$ cat src/rtl/alu_pkg.sv
// Shared definitions for the multicycle ALU: op-codes, the default execute-state
// encoding, NZP bit positions and the control FSM states.
package alu_pkg;

    localparam logic [1:0] OP_ADD = 2'b00;
    localparam logic [1:0] OP_SUB = 2'b01;
    localparam logic [1:0] OP_MUL = 2'b10;
    localparam logic [1:0] OP_DIV = 2'b11;

    localparam logic [2:0] EXEC_STATE_DEF = 3'b101;

    // CMP result bit positions in alu_out: N = rs<rt, Z = rs==rt, P = rs>rt
    localparam int NZP_N = 2;
    localparam int NZP_Z = 1;
    localparam int NZP_P = 0;

    typedef enum logic {
        S_IDLE    = 1'b0,
        S_DIV_RUN = 1'b1
    } alu_state_e;

endpackage

$ cat src/rtl/alu_divider.sv
// Iterative unsigned restoring divider, one quotient bit per cycle (DATA_W cycles).
// Only instantiated when ALU_DIV_EN is defined; quotient/remainder are valid while done_o is high.
module alu_divider #(
    parameter int DATA_W = 8
) (
    input  logic              clk,
    input  logic              reset_n,
    input  logic              start_i,
    input  logic [DATA_W-1:0] dividend_i,
    input  logic [DATA_W-1:0] divisor_i,
    output logic              busy_o,
    output logic              done_o,
    output logic [DATA_W-1:0] quotient_o,
    output logic [DATA_W-1:0] remainder_o
);

    localparam int CNT_W = (DATA_W > 1) ? $clog2(DATA_W) : 1;

    logic [DATA_W-1:0] quo_q, quo_d;
    logic [DATA_W-1:0] rem_q, rem_d;
    logic [DATA_W-1:0] dsr_q, dsr_d;
    logic [CNT_W-1:0]  cnt_q, cnt_d;
    logic              busy_q, busy_d;
    logic [DATA_W:0]   partial;
    logic [DATA_W:0]   trial;

    // quo_q starts as the dividend; its MSB shifts into the partial remainder while
    // quotient bits shift in at the bottom, so after DATA_W steps it holds the quotient.
    always_comb begin
        // NOTE: every combinationally assigned signal gets a default first so no path leaves it unassigned (no latch).
        quo_d   = quo_q;
        rem_d   = rem_q;
        dsr_d   = dsr_q;
        cnt_d   = cnt_q;
        busy_d  = busy_q;
        done_o  = 1'b0;
        partial = {rem_q, quo_q[DATA_W-1]};
        trial   = partial - {1'b0, dsr_q};

        if (busy_q) begin
            if (trial[DATA_W]) begin
                rem_d = partial[DATA_W-1:0];
                quo_d = {quo_q[DATA_W-2:0], 1'b0};
            end else begin
                rem_d = trial[DATA_W-1:0];
                quo_d = {quo_q[DATA_W-2:0], 1'b1};
            end
            cnt_d = cnt_q + 1'b1;
            if (cnt_q == CNT_W'(DATA_W - 1)) begin
                done_o = 1'b1;
                busy_d = 1'b0;
            end
        end else if (start_i) begin
            quo_d  = dividend_i;
            dsr_d  = divisor_i;
            rem_d  = '0;
            cnt_d  = '0;
            busy_d = 1'b1;
        end
    end

    always_ff @(posedge clk or negedge reset_n) begin
        if (!reset_n) begin
            quo_q  <= '0;
            rem_q  <= '0;
            dsr_q  <= '0;
            cnt_q  <= '0;
            busy_q <= 1'b0;
        end else begin
            // NOTE: state registers use non-blocking assignments so every flop samples pre-edge values.
            quo_q  <= quo_d;
            rem_q  <= rem_d;
            dsr_q  <= dsr_d;
            cnt_q  <= cnt_d;
            busy_q <= busy_d;
        end
    end

    assign busy_o      = busy_q;
    assign quotient_o  = quo_d;
    assign remainder_o = rem_d;

endmodule

$ cat src/rtl/alu_multicycle.sv
// Per-lane execute-stage ALU: single-cycle ADD/SUB/MUL/CMP plus a multicycle DIV with
// start/busy/valid handshake. Define ALU_DIV_EN to include the iterative divider.
module alu_multicycle
    import alu_pkg::*;
#(
    parameter int         DATA_W     = 8,
    parameter logic [2:0] EXEC_STATE = EXEC_STATE_DEF
) (
    input  logic              clk,
    input  logic              reset_n,
    input  logic              enable,
    input  logic [2:0]        core_state,
    input  logic [1:0]        decoded_alu_arithmetic_mux,
    input  logic              decoded_alu_output_mux,
    input  logic [DATA_W-1:0] rs,
    input  logic [DATA_W-1:0] rt,
    output logic [DATA_W-1:0] alu_out,
    output logic [DATA_W-1:0] alu_rem,
    output logic              alu_carry,
    output logic              alu_valid,
    output logic              alu_busy
);

    logic [DATA_W-1:0] out_q, out_d;
    logic [DATA_W-1:0] rem_q, rem_d;
    logic              carry_q, carry_d;
    logic              valid_q, valid_d;

    logic [DATA_W-1:0] res_out, res_rem;
    logic              res_carry;
    logic [DATA_W:0]   sum;

    logic              idle, accept, long_div;
    logic              div_done, div_busy;
    logic [DATA_W-1:0] div_quo, div_rem;

    assign accept = idle && enable && (core_state == EXEC_STATE);

`ifdef ALU_DIV_EN
    alu_state_e state_q, state_d;

    assign idle     = (state_q == S_IDLE);
    assign long_div = !decoded_alu_output_mux && (decoded_alu_arithmetic_mux == OP_DIV) && (rt != '0);

    alu_divider #(.DATA_W(DATA_W)) u_divider (
        .clk         (clk),
        .reset_n     (reset_n),
        .start_i     (accept && long_div),
        .dividend_i  (rs),
        .divisor_i   (rt),
        .busy_o      (div_busy),
        .done_o      (div_done),
        .quotient_o  (div_quo),
        .remainder_o (div_rem)
    );

    always_ff @(posedge clk or negedge reset_n) begin
        if (!reset_n) state_q <= S_IDLE;
        else          state_q <= state_d;
    end

    always_comb begin
        state_d = state_q;
        case (state_q)
            S_IDLE:    if (accept && long_div) state_d = S_DIV_RUN;
            S_DIV_RUN: if (div_done)           state_d = S_IDLE;
            default:                           state_d = S_IDLE;
        endcase
    end
`else
    assign idle     = 1'b1;
    assign long_div = 1'b0;
    assign div_done = 1'b0;
    assign div_busy = 1'b0;
    assign div_quo  = '0;
    assign div_rem  = '0;
`endif

    always_comb begin
        res_out   = '0;
        res_rem   = '0;
        res_carry = 1'b0;
        sum       = {1'b0, rs} + {1'b0, rt};
        if (decoded_alu_output_mux) begin
            res_out[NZP_N] = (rs < rt);
            res_out[NZP_Z] = (rs == rt);
            res_out[NZP_P] = (rs > rt);
        end else begin
            case (decoded_alu_arithmetic_mux)
                OP_ADD: {res_carry, res_out} = sum;
                OP_SUB: begin
                    res_out   = rs - rt;
                    res_carry = (rs < rt);
                end
                OP_MUL: res_out = rs * rt;
                OP_DIV: begin
`ifdef ALU_DIV_EN
                    // Divide-by-zero completes immediately with the dividend as remainder.
                    if (rt == '0) res_rem = rs;
`endif
                end
                default: ;
            endcase
        end
    end

    // Outputs change only on a completed op; the long divide reports from div_done instead.
    always_comb begin
        out_d   = out_q;
        rem_d   = rem_q;
        carry_d = carry_q;
        valid_d = 1'b0;
        if (accept && !long_div) begin
            out_d   = res_out;
            rem_d   = res_rem;
            carry_d = res_carry;
            valid_d = 1'b1;
        end else if (div_done) begin
            out_d   = div_quo;
            rem_d   = div_rem;
            carry_d = 1'b0;
            valid_d = 1'b1;
        end
    end

    always_ff @(posedge clk or negedge reset_n) begin
        if (!reset_n) begin
            out_q   <= '0;
            rem_q   <= '0;
            carry_q <= 1'b0;
            valid_q <= 1'b0;
        end else begin
            out_q   <= out_d;
            rem_q   <= rem_d;
            carry_q <= carry_d;
            valid_q <= valid_d;
        end
    end

    assign alu_out   = out_q;
    assign alu_rem   = rem_q;
    assign alu_carry = carry_q;
    assign alu_valid = valid_q;
    assign alu_busy  = div_busy;

endmodule

$ cat config.mk
export PLATFORM = sky130hd
export DESIGN_NAME = alu_multicycle
export DESIGN_NICKNAME = d
export VERILOG_FILES = /design/src/rtl/alu_pkg.sv /design/src/rtl/alu_divider.sv /design/src/rtl/alu_multicycle.sv
export SDC_FILE = /design/constraint.sdc
export NUM_CORES = 1
export LEC_CHECK = 0
export CAP_MARGIN = 30
export CORE_MARGIN = 3
export CORE_UTILIZATION = 57
export DETAILED_ROUTE_END_ITERATION = 7
export GPL_ROUTABILITY_DRIVEN = 1
export MAX_ROUTING_LAYER = met4
export PLACE_DENSITY_LB_ADDON = 0.1
export SYNTH_ARGS = -nofsm -noshare
export SYNTH_HDL_FRONTEND = slang
export SYNTH_HIERARCHICAL = 1
export SYNTH_SLANG_ARGS = --single-unit
$ cat constraint.sdc
create_clock -name clk -period 1.71 [get_ports clk]
set_clock_uncertainty 0.15 [all_clocks]
set_input_delay 0.171 -clock clk [delete_from_list [all_inputs] [get_ports clk]]
set_output_delay 0.171 -clock clk [all_outputs]
set_load 0.005 [all_outputs]
==> flow_summary.rst, run 1 <==
.. list-table::
   :header-rows: 1

   * - Metric
     - Value
   * - Clock buffer count from CTS
     - 3
   * - Post-cts gate resize count
     - 96
   * - Post-Syn Area per Cell
     - 8.14 sq um
   * - Routability congestion estimate from global placement
     - 0.975
   * - Status
     - did not finish
   * - Hold buffer count at cts
     - 0
   * - I/O pin count
     - 44
   * - Starting density of the core
     - 61.3%
   * - CTS H-tree depth
     - 1
   * - Fail Step
     - clock tree synthesis (4_1_cts)
   * - Portion of synthesized cell area occupied by the leading cell type
     - 18.8%
   * - Root buffer selected by CTS
     - sky130_fd_sc_hd__clkbuf_8
   * - Yosys top cell by area
     - sky130_fd_sc_hd__ha_1
   * - Vertical die dimension
     - 67.1 microns
   * - Warnings from Yosys
     - 6
   * - Die boundary width
     - 67.1 microns
   * - Post-Synthesis Cell Area
     - 0.00212 sq mm
   * - Predominant post-synthesis flop cell
     - sky130_fd_sc_hd__dfrtp_1
   * - Port-buffer cells
     - 34
   * - Placed wire-length estimate
     - 6320 microns
   * - CTS sink cnt
     - 10
   * - Synth unique cells
     - 50
   * - Buffer depth of the longest clock path
     - 2
   * - First error in the log
     - [ERROR DPL-0033] detailed placement checks failed during check placement.
   * - Count of state elements after synthesis
     - 10
   * - Most area-consuming cells after synthesis
     - sky130_fd_sc_hd__ha_1, sky130_fd_sc_hd__fa_1, sky130_fd_sc_hd__dfrtp_1
   * - Sequential share of the synthesized area
     - 11.8%
   * - FP Rows
     - 21
   * - Buffers inserted by post-CTS timing repair
     - 8
   * - Post-synth EDFFs
     - 0
   * - Post-Synthesis Cells
     - 261
   * - Proportion of synthesized flip-flops having asynchronous set or reset
     - 100%
cells in the mapped netlist, drive strengths merged, types with 2 or more instances:
cell type / count
nor3: 2
fa: 14
nor2: 16
mux2: 2
xnor2: 14
and2: 10
a211o: 2
a21oi: 11
mux2i: 2
ha: 32
dfrtp: 10
buf: 11
clkbuf: 2
nor2b: 3
nand4: 3
a211oi: 3
xor2: 6
nor4: 2
nand2: 26
a21o: 4
o21ai: 17
inv: 46
metrics by stage:
step | setup TNS [ns] | area (sq um) | setup WS, ns | instances
3_5_place_dp | -14.57 | 3200 | -2.49 | 411
3_3_place_gp | -13.50 | 3200 | -2.33 | 411
2_1_floorplan | -5.75 | 2340 | -1.63 | 269
logic make-up after synthesis:
logic type / count (synthesis) / synth area share (%)
simple gates: 67 / 14.8
buf+inv: 59 / 12.7
compound gates: 54 / 18.2
fa+ha+maj: 46 / 32.0
xor+xnor: 20 / 8.25
flops: 10 / 11.8
mux: 4 / 2.00
other cells: 1 / 0.177
==> run 2, diff against run 1 <==
Settings changed: CORE_UTILIZATION 57 to 40, MAX_ROUTING_LAYER met4 to unset, PLACE_DENSITY_LB_ADDON 0.1 to 0.15.
==> flow_summary.rst, run 2 <==
.. list-table::
   :header-rows: 1

   * - Metric
     - Value
   * - Status
     - finished with violations
   * - Violated checks
     - setup timing
   * - Number of antenna violations at the first check in global routing
     - 0
   * - Detail-routed via count per cell
     - 4.93
   * - Slowest stage cell on the critical path
     - sky130_fd_sc_hd__fa_1
   * - Buffer depth of the longest clock path
     - 2 (unchanged)
   * - Critical path, cell by cell
     - buf_8, buf_8, inv_16, nor2_4, ha_4, fa_1, ha_4, inv_2, fa_1, inv_2, ha_1, a21o_1, a21oi_2, xor2_4, a221oi_2, a221o_1
   * - Total via count in the routed design
     - 2189
   * - Worst setup EP type
     - register
   * - Via count of the first global-routing pass
     - 2241
   * - Clk_lat worst skew
     - 0.24 ns
   * - Reg power frac
     - 13.7%
   * - Reg-to-reg slack, setup
     - 0.76 ns
   * - Class of the most critical setup path
     - primary input to register
   * - Final standard cell area without fillers
     - 0.00365 sq mm
   * - Area used by multi-input combinational logic
     - 0.00203 sq mm
   * - Warnings from Yosys
     - 6 (unchanged)
   * - Port-buffer cells
     - 34 (unchanged)
   * - Part of the total power dissipated in the clock network
     - 14.0%
   * - Logic gate share of total power
     - 72.3%
   * - Vertical die dimension
     - 78.9 microns (+18%)
   * - Post-Synthesis Cell Area
     - 0.00212 sq mm (unchanged)
   * - Standard cell area after detailed placement
     - 0.00323 sq mm (+0.82%)
   * - First-pass GRT wire length
     - 10500 microns
   * - Largest incremental delay on the critical path
     - 0.51 ns
   * - Count of state elements after synthesis
     - 10 (unchanged)
   * - Number of flip-flops in the largest register
     - 8
   * - Commonest non-fill, non-tap cells in the layout
     - sky130_fd_sc_hd__buf_4, sky130_fd_sc_hd__inv_1, sky130_fd_sc_hd__nand2_1
   * - Clock buffer count from CTS
     - 3 (unchanged)
   * - FP Rows
     - 25 (+19%)
   * - Die area
     - 0.00622 sq mm
   * - Type of origin of the critical path
     - primary input
   * - DRT antenna net count
     - 0
   * - Slew Viols, Final
     - 0
   * - GR Layer Usage met3
     - 1.70%
   * - Number of antenna diodes
     - 0
   * - Internal power
     - 1.32 mW
   * - Placed wire-length estimate
     - 5220 microns (-17%)
   * - Post-Synthesis Cells
     - 261 (unchanged)
   * - Portion of the clock cycle consumed by the worst path in the final layout
     - 194%
   * - Arrival time worst endpoint
     - 3.30 ns
   * - CTS tree
     - yes
   * - Most area-consuming cells after synthesis
     - sky130_fd_sc_hd__ha_1, sky130_fd_sc_hd__fa_1, sky130_fd_sc_hd__dfrtp_1
   * - Global Route met1 Usage
     - 27.7%
   * - Endpoint required time on the critical path
     - 1.68 ns
   * - Post-synth EDFFs
     - 0 (unchanged)
   * - RSZ-0062 raised after global routing
     - true
   * - Power per Cell Area
     - 589 mW/mm^2
   * - Number of design rule violations left after detail routing
     - 0
   * - Routability congestion estimate from global placement
     - 0.864 (-11%)
   * - Portion of synthesized cell area occupied by the leading cell type
     - 18.8% (unchanged)
   * - CORE AREA
     - 0.00491 sq mm
   * - # fillers
     - 361
   * - Hold/Removal Path Class
     - primary input to asynchronous set/reset pin
   * - Post-Route WL
     - 6440 microns
   * - Post-Syn Area per Cell
     - 8.14 sq um (unchanged)
   * - Synth top cells by count
     - sky130_fd_sc_hd__inv_1, sky130_fd_sc_hd__ha_1, sky130_fd_sc_hd__nand2_1
   * - Sequential standard cell area
     - 250 sq um
   * - Net switching component of the power
     - 827 uW
   * - # setup viols final
     - 8
   * - Endpoint of the lowest-slack register-to-register path
     - alu_out[6]
   * - Clock slew at the register clock pins of the worst setup and hold paths
     - 0.05 ns
   * - Most frequent standard cell in the layout excluding fill and tap cells
     - sky130_fd_sc_hd__buf_4
   * - Die boundary width
     - 78.9 microns (+18%)
   * - Max Clock Freq
     - 301 MHz
   * - First-pass DRT Iterations
     - 4
   * - Synth unique cells
     - 50 (unchanged)
   * - Number of maximum-capacitance constraint violations
     - 0
   * - Fraction of final layout cells with drive strength greater than 1
     - 45.4%
   * - Overflow left after global routing
     - 0
   * - I/O pin count
     - 44 (unchanged)
   * - Busiest metal layer after global routing
     - met2
   * - R2R Path Start
     - alu_out[6]
   * - Cells on worst reg2reg path
     - 1
   * - DR iter-0 viols
     - 67
   * - Top-count cell post-synth
     - sky130_fd_sc_hd__inv_1
   * - Max IR drop VDD
     - 0.330 mV
   * - Worst Slack Setup Final
     - -1.62 ns
   * - Yosys top cell by area
     - sky130_fd_sc_hd__ha_1
   * - Overall routing resource usage
     - 21.1%
   * - Final number of hold-violating endpoints
     - 0
   * - Leakage power total
     - 1.72 nW
   * - Area growth, synth to finish
     - 71.8%
   * - Sequential share of the synthesized area
     - 11.8% (unchanged)
   * - Met2 Usage GRT
     - 39.1%
   * - Proportion of synthesized flip-flops having asynchronous set or reset
     - 100% (unchanged)
   * - CTS H-tree depth
     - 1 (unchanged)
   * - CTS sink cnt
     - 10 (unchanged)
   * - Root buffer selected by CTS
     - sky130_fd_sc_hd__clkbuf_8
   * - Starting density of the core
     - 43.3% (-18 points)
   * - Largest net degree at the start of global routing
     - 11
   * - Switch share
     - 38.5%
   * - Routed wire per std cell
     - 14.5 microns
   * - TNS Setup
     - -7.39 ns
   * - Largest fanout on the critical path
     - 2
   * - Predominant post-synthesis flop cell
     - sky130_fd_sc_hd__dfrtp_1
   * - Nets
     - 449
   * - Fin crit period
     - 3.33 ns
-- run 2: cell counts after synthesis --
Identical to the previous run, type by type.
-- run 2: area by class of cell --
cell class / count / share of cell area (%)
clock buffer: 4 / 1.51
timing repair buffer: 117 / 28.6
tap: 67 / 2.30
inverter: 46 / 5.17
sequential: 10 / 6.85
multi-input combinational: 200 / 55.6
-- run 2: power groups by stage --
stage | Combinational (mW) | Clock [mW] | Sequential, mW
floorplan | 0.776 | 0 | 0.300
global placement | 1.25 | 0 | 0.297
detailed placement | 1.27 | 0 | 0.298
CTS | 1.39 | 0.305 | 0.295
global route | 1.71 | 0.317 | 0.300
finish | 1.55 | 0.301 | 0.295
-- run 2: cell families after synthesis --
logic type	Yosys count	share of synthesized area (%)
AOI/OAI and AO/OA	54	18.2
xor gates and xnor gates	20	8.25
adders and majority gates	46	32.0
buffers and inverters	59	12.7
DFF	10	11.8
muxes	4	2.00
other	1	0.177
and+or+nand+nor	67	14.8
-- run 2: how the worst max path moves through the flow --
stage | startpoint | endpoint | cells past startpoint | slack, ns
global route | rs[0] | alu_out[6] | 16 | -1.71
floorplan | rs[3] | alu_out[7] | 15 | -1.63
detailed placement | rt[3] | alu_out[7] | 15 | -2.43
global placement | rt[2] | alu_out[7] | 15 | -2.41
finish | rs[0] | alu_out[6] | 16 | -1.62
CTS | rt[3] | alu_out[7] | 16 | -1.61
-- run 2: timing repair --
action                                  in CTS  in global routing
pin swaps                                   36                 16
setup buffers                                6                  2
resized for setup                           95                 40
hold buffers                                 0                  0
endpoints found under the setup margin       9                  9
-- run 2: worst max-delay path, delay by kind of cell --
kind | cells | cell delay (ns)
AOI/OAI and AO/OA | 4 | 0.82
xor gates and xnor gates | 1 | 0.19
adders and majority gates | 5 | 1.74
buffers and inverters | 5 | 0.36
and+or+nand+nor | 1 | 0.03
-- run 2: metrics by stage --
stage	std cells	util, %	setup slack (ns)	hold WS [ns]	total power [mW]
2_1_floorplan	269	-	-1.63	-0.275	1.08
3_3_place_gp	432	65.7	-2.41	0.310	1.55
3_5_place_dp	432	65.7	-2.43	0.319	1.56
4_1_cts	442	70.6	-1.61	0.119	1.99
5_1_grt	444	74.3	-1.71	0.136	2.33
6_report	444	74.3	-1.62	0.107	2.15
-- run 2: layer usage --
| layer | up-vias | part of all wire, % |
|---|---|---|
| met5 | - | 0 |
| met4 | 0 | 1.3 |
| met2 | 43 | 52 |
| met3 | 8 | 2.0 |
| li1 | 1089 | - |
| met1 | 1049 | 45 |
Power figures use the tool's default switching activity.
